`config.mk`:
```
export PLATFORM = sky130hd
export DESIGN_NAME = iob_reg_pipe_flat
export DESIGN_NICKNAME = d
export VERILOG_FILES = /design/src/rtl/iob_reg_pipe_if.sv /design/src/rtl/iob_reg_pipe.sv /design/src/flat_wrapper.sv
export SDC_FILE = /design/constraint.sdc
export NUM_CORES = 1
export LEC_CHECK = 0
export CELL_PAD_IN_SITES_DETAIL_PLACEMENT = 1
export CELL_PAD_IN_SITES_GLOBAL_PLACEMENT = 1
export CORE_AREA = 2 2 92 94
export CTS_BUF_LIST = sky130_fd_sc_hd__clkbuf_16
export CTS_CLUSTER_SIZE = 10
export DETAILED_ROUTE_END_ITERATION = 10
export DIE_AREA = 0 0 94 96
export GPL_TIMING_DRIVEN = 1
export PLACE_DENSITY = 0.85
export SLEW_MARGIN = 5
export SYNTH_ARGS = -nofsm -noshare
export SYNTH_HDL_FRONTEND = slang
export SYNTH_SLANG_ARGS = --single-unit
```
`constraint.sdc`:
```
create_clock -name clk_i -period 5.4 [get_ports clk_i]
set_input_delay 1.08 -clock clk_i [delete_from_list [all_inputs] [get_ports clk_i]]
set_output_delay 1.08 -clock clk_i [all_outputs]
set_load 0.05 [all_outputs]
```
`src/rtl/iob_reg_pipe_if.sv`:
```
// Handshake bundle for iob_reg_pipe: upstream valid/ready/data in, downstream valid/ready/data out.
// slave = the pipe itself, master = the environment driving and draining it.
interface iob_reg_pipe_if #(
    parameter int unsigned DATA_W = 32
);
    logic              iob_valid_i;
    logic              iob_ready_o;
    logic [DATA_W-1:0] data_i;
    logic              iob_valid_o;
    logic              iob_ready_i;
    logic [DATA_W-1:0] data_o;

    modport slave (
        input  iob_valid_i,
        input  data_i,
        input  iob_ready_i,
        output iob_ready_o,
        output iob_valid_o,
        output data_o
    );

    modport master (
        output iob_valid_i,
        output data_i,
        output iob_ready_i,
        input  iob_ready_o,
        input  iob_valid_o,
        input  data_o
    );
endinterface

```
`src/rtl/iob_reg_pipe.sv`:
```
// Elastic DEPTH-stage valid/ready pipeline register with bubble collapse.
// Optional stored-word counter level_o is enabled by defining IOB_REG_PIPE_LEVEL_EN.
module iob_reg_pipe #(
    parameter int unsigned       DATA_W  = 32,
    parameter int unsigned       DEPTH   = 2,
    parameter logic [DATA_W-1:0] RST_VAL = '0
) (
    input  logic                       clk_i,
    input  logic                       rst_i,
    input  logic                       en_i,
    input  logic                       clear_i,
    iob_reg_pipe_if.slave              bus
`ifdef IOB_REG_PIPE_LEVEL_EN
    ,
    output logic [$clog2(DEPTH+1)-1:0] level_o
`endif
);

    logic [DEPTH-1:0]  r_valid;
    logic [DATA_W-1:0] r_data [DEPTH];

    logic [DEPTH-1:0]  w_adv;
    logic [DEPTH-1:0]  w_vin;
    logic [DATA_W-1:0] w_din [DEPTH];
    logic              w_push;

    // The recursive advance chain is flattened: stage k may advance when any
    // stage from k to the output is empty, or the output is being drained.
    always_comb begin
        w_adv = '0;
        for (int unsigned k = 0; k < DEPTH; k++) begin
            w_adv[k] = bus.iob_ready_i | (|(~r_valid >> k));
        end
    end

    assign bus.iob_ready_o = w_adv[0] & en_i & ~clear_i & ~rst_i;
    assign bus.iob_valid_o = r_valid[DEPTH-1] & en_i;
    assign bus.data_o      = r_data[DEPTH-1];
    assign w_push          = bus.iob_valid_i & bus.iob_ready_o;

    always_comb begin
        w_vin    = '0;
        w_vin[0] = w_push;
        w_din[0] = bus.data_i;
        for (int unsigned k = 1; k < DEPTH; k++) begin
            w_vin[k] = r_valid[k-1];
            w_din[k] = r_data[k-1];
        end
    end

    always_ff @(posedge clk_i) begin
        if (rst_i || clear_i) begin
            r_valid <= '0;
            for (int unsigned k = 0; k < DEPTH; k++) begin
                r_data[k] <= RST_VAL;
            end
        end else if (en_i) begin
            for (int unsigned k = 0; k < DEPTH; k++) begin
                if (w_adv[k]) begin
                    r_valid[k] <= w_vin[k];
                    if (w_vin[k]) begin
                        r_data[k] <= w_din[k];
                    end
                end
            end
        end
    end

`ifdef IOB_REG_PIPE_LEVEL_EN
    localparam int unsigned LVL_W = $clog2(DEPTH+1);

    logic [LVL_W-1:0] r_level;
    logic             w_pop;

    assign w_pop   = bus.iob_valid_o & bus.iob_ready_i;
    assign level_o = r_level;

    always_ff @(posedge clk_i) begin
        if (rst_i || clear_i) begin
            r_level <= '0;
        end else if (w_push && !w_pop) begin
            r_level <= r_level + LVL_W'(1);
        end else if (w_pop && !w_push) begin
            r_level <= r_level - LVL_W'(1);
        end
    end
`endif

endmodule

```
`src/flat_wrapper.sv`:
```
// flat-port wrapper written by rule: the top's interface ports become plain ports
module iob_reg_pipe_flat 
#(
    parameter int unsigned       DATA_W  = 32,
    parameter int unsigned       DEPTH   = 2,
    parameter logic [DATA_W-1:0] RST_VAL = '0
)
  (clk_i, rst_i, en_i, clear_i, bus_iob_valid_i, bus_data_i, bus_iob_ready_i, bus_iob_ready_o, bus_iob_valid_o, bus_data_o);
  iob_reg_pipe_if #(.DATA_W(DATA_W)) bus_i ();
  input  logic clk_i;
  input  logic rst_i;
  input  logic en_i;
  input  logic clear_i;
  input wire logic [$bits(bus_i.iob_valid_i)-1:0] bus_iob_valid_i;
  input wire logic [$bits(bus_i.data_i)-1:0] bus_data_i;
  input wire logic [$bits(bus_i.iob_ready_i)-1:0] bus_iob_ready_i;
  output wire logic [$bits(bus_i.iob_ready_o)-1:0] bus_iob_ready_o;
  output wire logic [$bits(bus_i.iob_valid_o)-1:0] bus_iob_valid_o;
  output wire logic [$bits(bus_i.data_o)-1:0] bus_data_o;
  assign bus_i.iob_valid_i = bus_iob_valid_i;
  assign bus_i.data_i = bus_data_i;
  assign bus_i.iob_ready_i = bus_iob_ready_i;
  assign bus_iob_ready_o = bus_i.iob_ready_o;
  assign bus_iob_valid_o = bus_i.iob_valid_o;
  assign bus_data_o = bus_i.data_o;
  iob_reg_pipe #(.DATA_W(DATA_W), .DEPTH(DEPTH), .RST_VAL(RST_VAL)) u_core (.clk_i(clk_i), .rst_i(rst_i), .en_i(en_i), .clear_i(clear_i), .bus(bus_i));
endmodule
```
==> impl_metrics.py, run 1 <==
metrics = {
    "timing": {
        "final_max_slew_viol_count": 0,
        "fmax_mhz": 247,
        "setup_violations": 0,
        "rsz0062_at_grt": "no",
        "max-slew-margin-rel_pct": 29.6,
        "fin_tns_setup_ps": 0,
        "period_minus_slack_ps": 4060,
        "final.setup_skew_ps": 3.64,
        "final-hold-violation-count": 0,
        "fin_crit_sh_pct": 75.1,
        "worstMarginPinSlew_ps": 1050,
    },
    "synthesis": {
        "synth_area_sq_mm": 0.00330,
        "ys_seq_area_share_pct": 59.5,
        "synth_edf_count": 64,
        "synth_fp_nets": 236,
        "avgSynthCellArea_sq_um": 16.6,
        "synth_top_area_share_pct": 58.3,
        "ys_warn_count": 0,
        "synth_cells": 198,
        "synthTopCellsByArea": "edfxtp_1, nor4b_2, buf_4, nor4b_1, buf_6",
        "synth_most_common_cell": "edfxtp_1",
        "synth_common_cells": "edfxtp_1, nor4b_2, buf_4",
        "synth_top_cell_by_area": "edfxtp_1",
        "ys_ff_latch": 66,
        "synthFlopType": "edfxtp_1",
        "yosysUniqueCellTypes": 20,
        "synth_async_sr_flop_share_pct": 0,
    },
    "setup_path": {
        "startpoint_type": "input port",
        "cp_max_fo": 6,
        "worst_path_most_repeated_cell": "clkdlybuf4s50_1",
        "crit_path_max_incr_delay_ps": 830,
        "path_cells": "clkdlybuf4s50_1 > or3b_4 > nor2_1 > clkdlybuf4s50_1",
        "cp.required_ps": 4320,
        "critPathKind": "input port to primary output",
        "cp-end-kind": "primary output",
        "arrival_ps": 2980,
        "slowest_stage": "clkdlybuf4s50_1",
    },
    "grt": {
        "grt_usage_pct": 13.9,
        "first_global_vias": 1796,
        "antenna_found_initial": 0,
        "grt_max_degree": 67,
        "grt_first_pass_wirelength_mm": 9.38,
        "grt-ovfl-total": 0,
    },
    "clock_network": {
        "cts_hold_buffers": 0,
        "postCtsSetupBuffers": 0,
        "tritoncts.num_buffers": 9,
        "cts.htree.levels": 3,
        "clk_pin_slew_worst_paths_ps": 50,
        "cts_sinks": 66,
        "clockRootBuffer": "clkbuf_16",
        "clk_latency_ps": 320,
        "clk_path_buf_depth": 2,
        "cts_tree": "done",
        "cts_resized": 0,
    },
    "routing": {
        "route.met2.wl_mm": 3.08,
        "drt_iter0_drc": 73,
        "maxUsedRoutingLayer": "met4",
        "dr.pass1.iters": 4,
        "remaining_drc_errors": 0,
        "viasPerCell": 5.09,
        "via_count": 1737,
        "drt_wl_total_mm": 5.98,
        "wl_met1_mm": 2.63,
        "wl_per_cell_um": 17.5,
        "routed-wl-met3_um": 210,
        "ant_nets": 0,
    },
    "placement": {
        "dp_hpwl_mm": 3.60,
        "io_buffers": 71,
        "gp_congestion": 0.689,
        "post_dp_cell_area_sq_mm": 0.00383,
    },
    "pwr": {
        "p_per_area_mw_per_mm2": 305,
        "power_leakage_nw": 1.30,
        "power_mw": 1.25,
        "irDropWorstVdd_uv": 135,
    },
    "min_path": {
        "hp-class": "flop to flop",
    },
    "flow_run": {
        "drv_cap": 0,
    },
    "layout": {
        "drive_above_1_share_pct": 31.8,
        "stdcell_area_sq_mm": 0.00409,
        "fill_cells": 765,
        "area_growth_pct": 24.2,
        "nets": 269,
        "n_antenna_cell": 0,
    },
    "die": {
        "die_x_um": 94,
        "placement_rows": 33,
        "die_area_sq_mm": 0.00902,
        "pin_count": 72,
        "core_sq_mm": 0.00805,
        "initial_utilization_pct": 40.9,
        "chipHeight_um": 96,
    },
    "run_status": {
        "status": "complete, no violations",
    },
}
## layout make-up
cell class / instances / area [sq um] / area share (%)
clock buffers: 9 / 225 / 5.50
multi-input cells: 79 / 998 / 24.4
well taps: 105 / 131 / 3.21
flip-flops and latches: 66 / 1960 / 47.9
repair buffers: 75 / 741 / 18.1
clock inverters: 7 / 36.3 / 0.886
## final timing paths
kind | from | end | slack [ps] | depth (start not counted)
max | en_i | bus_iob_ready_o | 1340 | 4
min | u_core.r_data[0][23] | u_core.r_data[0][55] | 610 | 1
max reg2reg | u_core.r_valid[0] | u_core.r_data[0][12] | 3030 | 3
min reg2reg | u_core.r_data[0][23] | u_core.r_data[0][55] | 610 | 1
## metrics by stage
| step | utilization (%) | instances | worst slack (ps) | hold slack (ps) |
|---|---|---|---|---|
| after floorplan | - | 198 | 918 | 477 |
| after global placement | 47.6 | 325 | 1350 | 591 |
| after detailed placement | 47.6 | 325 | 1310 | 603 |
| after CTS | 50.8 | 341 | 1310 | 616 |
| after global routing | 50.8 | 341 | 1260 | 648 |
| final | 50.8 | 341 | 1340 | 614 |
## worst max-delay path, delay by kind of cell
family | cells | cell delay (ps)
simple gates | 2 | 510
buf+inv | 2 | 1390
## report_power, final
part           total (mW)  internal [mW]  switching, mW
Combinational       0.149         0.0611         0.0884
Clock               0.505          0.304          0.201
Sequential          0.596          0.589        0.00713
Total                1.25          0.954          0.296
## flip-flops by register name, indices dropped and copies added (netlist names)
register        count
u_core.r_data      64
u_core.r_valid      2
## cells by family after synthesis
kind of cell           count (synthesis)  share of synthesized area (%)
and+or+nand+nor                       73                           27.8
DFF                                   66                           59.5
buffers and inverters                 53                           11.3
AOI/OAI and AO/OA                      5                           1.06
muxes                                  1                          0.342
## cell usage in the layout, fill, tap and decap left out, drive strengths merged, types with 2 or more instances in the layout
cell type      count
buf                4
clkbuf             9
clkdlybuf4s50     71
clkinv             6
dfxtp              2
edfxtp            64
nand2              2
nor2               3
nor4b             64
o21ai              2
## metal layers
layer	track usage [%]	vias to the layer above
met1	17.2	873
met4	6.88	0
li1	-	815
met2	23.3	44
met5	0	-
met3	2.98	5
Power figures use the tool's default switching activity.
==> run 2: changes to the inputs <==
--- a/config.mk
+++ b/config.mk
@@ -7,13 +7,13 @@
 export LEC_CHECK = 0
 export CELL_PAD_IN_SITES_DETAIL_PLACEMENT = 1
 export CELL_PAD_IN_SITES_GLOBAL_PLACEMENT = 1
-export CORE_AREA = 2 2 92 94
+export CORE_AREA = 2 2 97 99
 export CTS_BUF_LIST = sky130_fd_sc_hd__clkbuf_16
 export CTS_CLUSTER_SIZE = 10
 export DETAILED_ROUTE_END_ITERATION = 10
-export DIE_AREA = 0 0 94 96
+export DIE_AREA = 0 0 99 101
 export GPL_TIMING_DRIVEN = 1
-export PLACE_DENSITY = 0.85
+export PLACE_DENSITY = 0.81
 export SLEW_MARGIN = 5
 export SYNTH_ARGS = -nofsm -noshare
 export SYNTH_HDL_FRONTEND = slang
==> constraint.sdc (replaced) <==
create_clock -name clk_i -period 3.6 [get_ports clk_i]
set_input_delay 0.72 -clock clk_i [delete_from_list [all_inputs] [get_ports clk_i]]
set_output_delay 0.72 -clock clk_i [all_outputs]
set_load 0.05 [all_outputs]
==> run 2 against run 1 <==
Register-to-register slack lost 1400 ps. First-iteration DRC count grew 21%. Total power grew 63%. Critical path depth shrank 1. Worst hold slack lost 3.6 ps. Sequential cell count is the same. Critical endpoint is now bus_iob_valid_o. Sequential share of layout area shrank 1.2 points. Die area grew 11%. Combinational power grew 54%.
==> impl_metrics.py, run 2 (same netlist as run 1, synthesis figures left out) <==
metrics = {
    "run_status": {
        "status": "complete, no violations",
    },
    "die": {
        "die_area_sq_mm": 0.0100,
        "core_sq_mm": 0.00898,
        "initial_utilization_pct": 36.7,
        "chipHeight_um": 101,
        "pin_count": 72,
        "die_x_um": 99,
        "placement_rows": 35,
    },
    "clock_network": {
        "cts_sinks": 66,
        "tritoncts.num_buffers": 9,
        "clockRootBuffer": "clkbuf_16",
        "clk_latency_ps": 320,
        "clk_path_buf_depth": 2,
        "cts_tree": "done",
        "cts.htree.levels": 3,
        "clk_pin_slew_worst_paths_ps": 60,
        "cts_resized": 0,
        "postCtsSetupBuffers": 0,
        "cts_hold_buffers": 0,
    },
    "placement": {
        "dp_hpwl_mm": 3.82,
        "io_buffers": 71,
        "gp_congestion": 0.668,
    },
    "pwr": {
        "swShare_pct": 22.5,
        "p_per_area_mw_per_mm2": 485,
        "p_clk_share_pct": 44.8,
        "p_int_mw": 1.58,
        "power_leakage_nw": 1.34,
        "p_comb_share_pct": 11.3,
        "power.switching_mw": 0.458,
        "seq_power_share_pct": 43.9,
        "irDropWorstVdd_uv": 252,
    },
    "timing": {
        "fin_crit_sh_pct": 81.7,
        "fin_tns_setup_ps": 0,
        "fmax_mhz": 340,
        "final-hold-violation-count": 0,
        "setup_violations": 0,
        "final_max_slew_viol_count": 0,
        "period_minus_slack_ps": 2940,
        "whs_ps": 610,
        "worstMarginPinSlew_ps": 638,
        "final.setup_skew_ps": 9.51,
        "rsz0062_at_grt": "no",
        "max-slew-margin-rel_pct": 57.5,
    },
    "layout": {
        "drive_above_1_share_pct": 32.4,
        "nets": 271,
        "n_antenna_cell": 0,
        "most-common-layout-cells": "clkdlybuf4s50_1, edfxtp_1, nor4b_2",
        "largest_reg_flops": 64,
        "largestRegisters": "u_core.r_data: 64 flops, u_core.r_valid: 2 flops",
        "regMostFlops": "u_core.r_data",
        "final_common_cell": "clkdlybuf4s50_1",
        "area_growth_pct": 27.4,
    },
    "routing": {
        "via_count": 1747,
        "ant_nets": 0,
        "remaining_drc_errors": 0,
        "drt_wl_total_mm": 6.03,
        "dr.pass1.iters": 4,
        "viasPerCell": 5.01,
        "drt_iter0_drc": 88,
        "wl_per_cell_um": 17.3,
    },
    "setup_path": {
        "arrival_ps": 2220,
        "worst_path_most_repeated_cell": "clkdlybuf4s50_1",
        "path_buf_inv": 2,
        "path_cells": "clkdlybuf4s50_1 > and2_1 > clkdlybuf4s50_1",
        "startpoint_type": "input port",
        "cp-end-kind": "primary output",
        "crit_path_max_incr_delay_ps": 790,
        "critPathKind": "input port to primary output",
        "slowest_stage": "clkdlybuf4s50_1",
        "cp.required_ps": 2880,
        "cp_top_family": "buffers and inverters",
        "cp_max_fo": 6,
    },
    "min_path": {
        "hp-class": "flop to flop",
    },
    "grt": {
        "grtUsageMet1_pct": 14.2,
        "antenna_found_initial": 0,
        "first_global_vias": 1872,
        "grt_util_met2_pct": 22.7,
        "grt_util_met3_pct": 3.88,
        "grt-ovfl-total": 0,
        "grt_max_degree": 65,
        "grt_first_pass_wirelength_mm": 9.63,
        "top_usage_layer": "met2",
        "grt_usage_pct": 12.7,
    },
    "flow_run": {
        "drv_cap": 0,
    },
}
[run 2: power by group through the flow]
stage	Sequential, mW	Combinational (mW)	Clock, mW
floorplan	0.906	0.162	0
global placement	0.907	0.230	0
detailed placement	0.909	0.233	0
CTS	0.894	0.233	0.927
global route	0.897	0.242	0.960
finish	0.893	0.230	0.913
[run 2: stage by stage]
| step | setup slack, ps | cell area (sq um) | cells | total power [mW] | util [%] |
|---|---|---|---|---|---|
| after floorplan | 72.9 | 3300 | 198 | 1.07 | - |
| after global routing | 573 | 4200 | 349 | 2.10 | 46.8 |
| after detailed placement | 652 | 3890 | 333 | 1.14 | 43.3 |
| after global placement | 667 | 3890 | 333 | 1.14 | 43.3 |
| after CTS | 649 | 4200 | 349 | 2.05 | 46.8 |
| final | 658 | 4200 | 349 | 2.04 | 46.8 |
[run 2: path summary, 6_finish.rpt]
path,startpoint,to,slack (ps),cells past startpoint
setup / recovery,en_i,bus_iob_valid_o,660,3
hold / removal,u_core.r_data[0][30],u_core.r_data[0][62],610,1
hold reg to reg,u_core.r_data[0][30],u_core.r_data[0][62],610,1
setup reg to reg,u_core.r_valid[0],u_core.r_data[0][42],1590,3
[run 2: layout make-up]
class	count	area, sq um
Multi-Input combinational cell	79	998
Timing Repair Buffer	77	791
Tap cell	111	139
Clock inverter	7	85.1
Sequential cell	66	1960
Fill cell	852	4780
Clock buffer	9	225
[run 2: per-layer routing]
| layer | part of all wire [%] | vias to the layer above |
|---|---|---|
| met5 | 0 | - |
| li1 | - | 818 |
| met4 | 1.2 | 0 |
| met2 | 54 | 45 |
| met3 | 4.8 | 7 |
| met1 | 40 | 877 |
[run 2: worst register-to-register path: stages, from the launching register on]
cell and delay (ps):
dfxtp_1 420, and3b_4 580, buf_4 590, nor4b_1 150
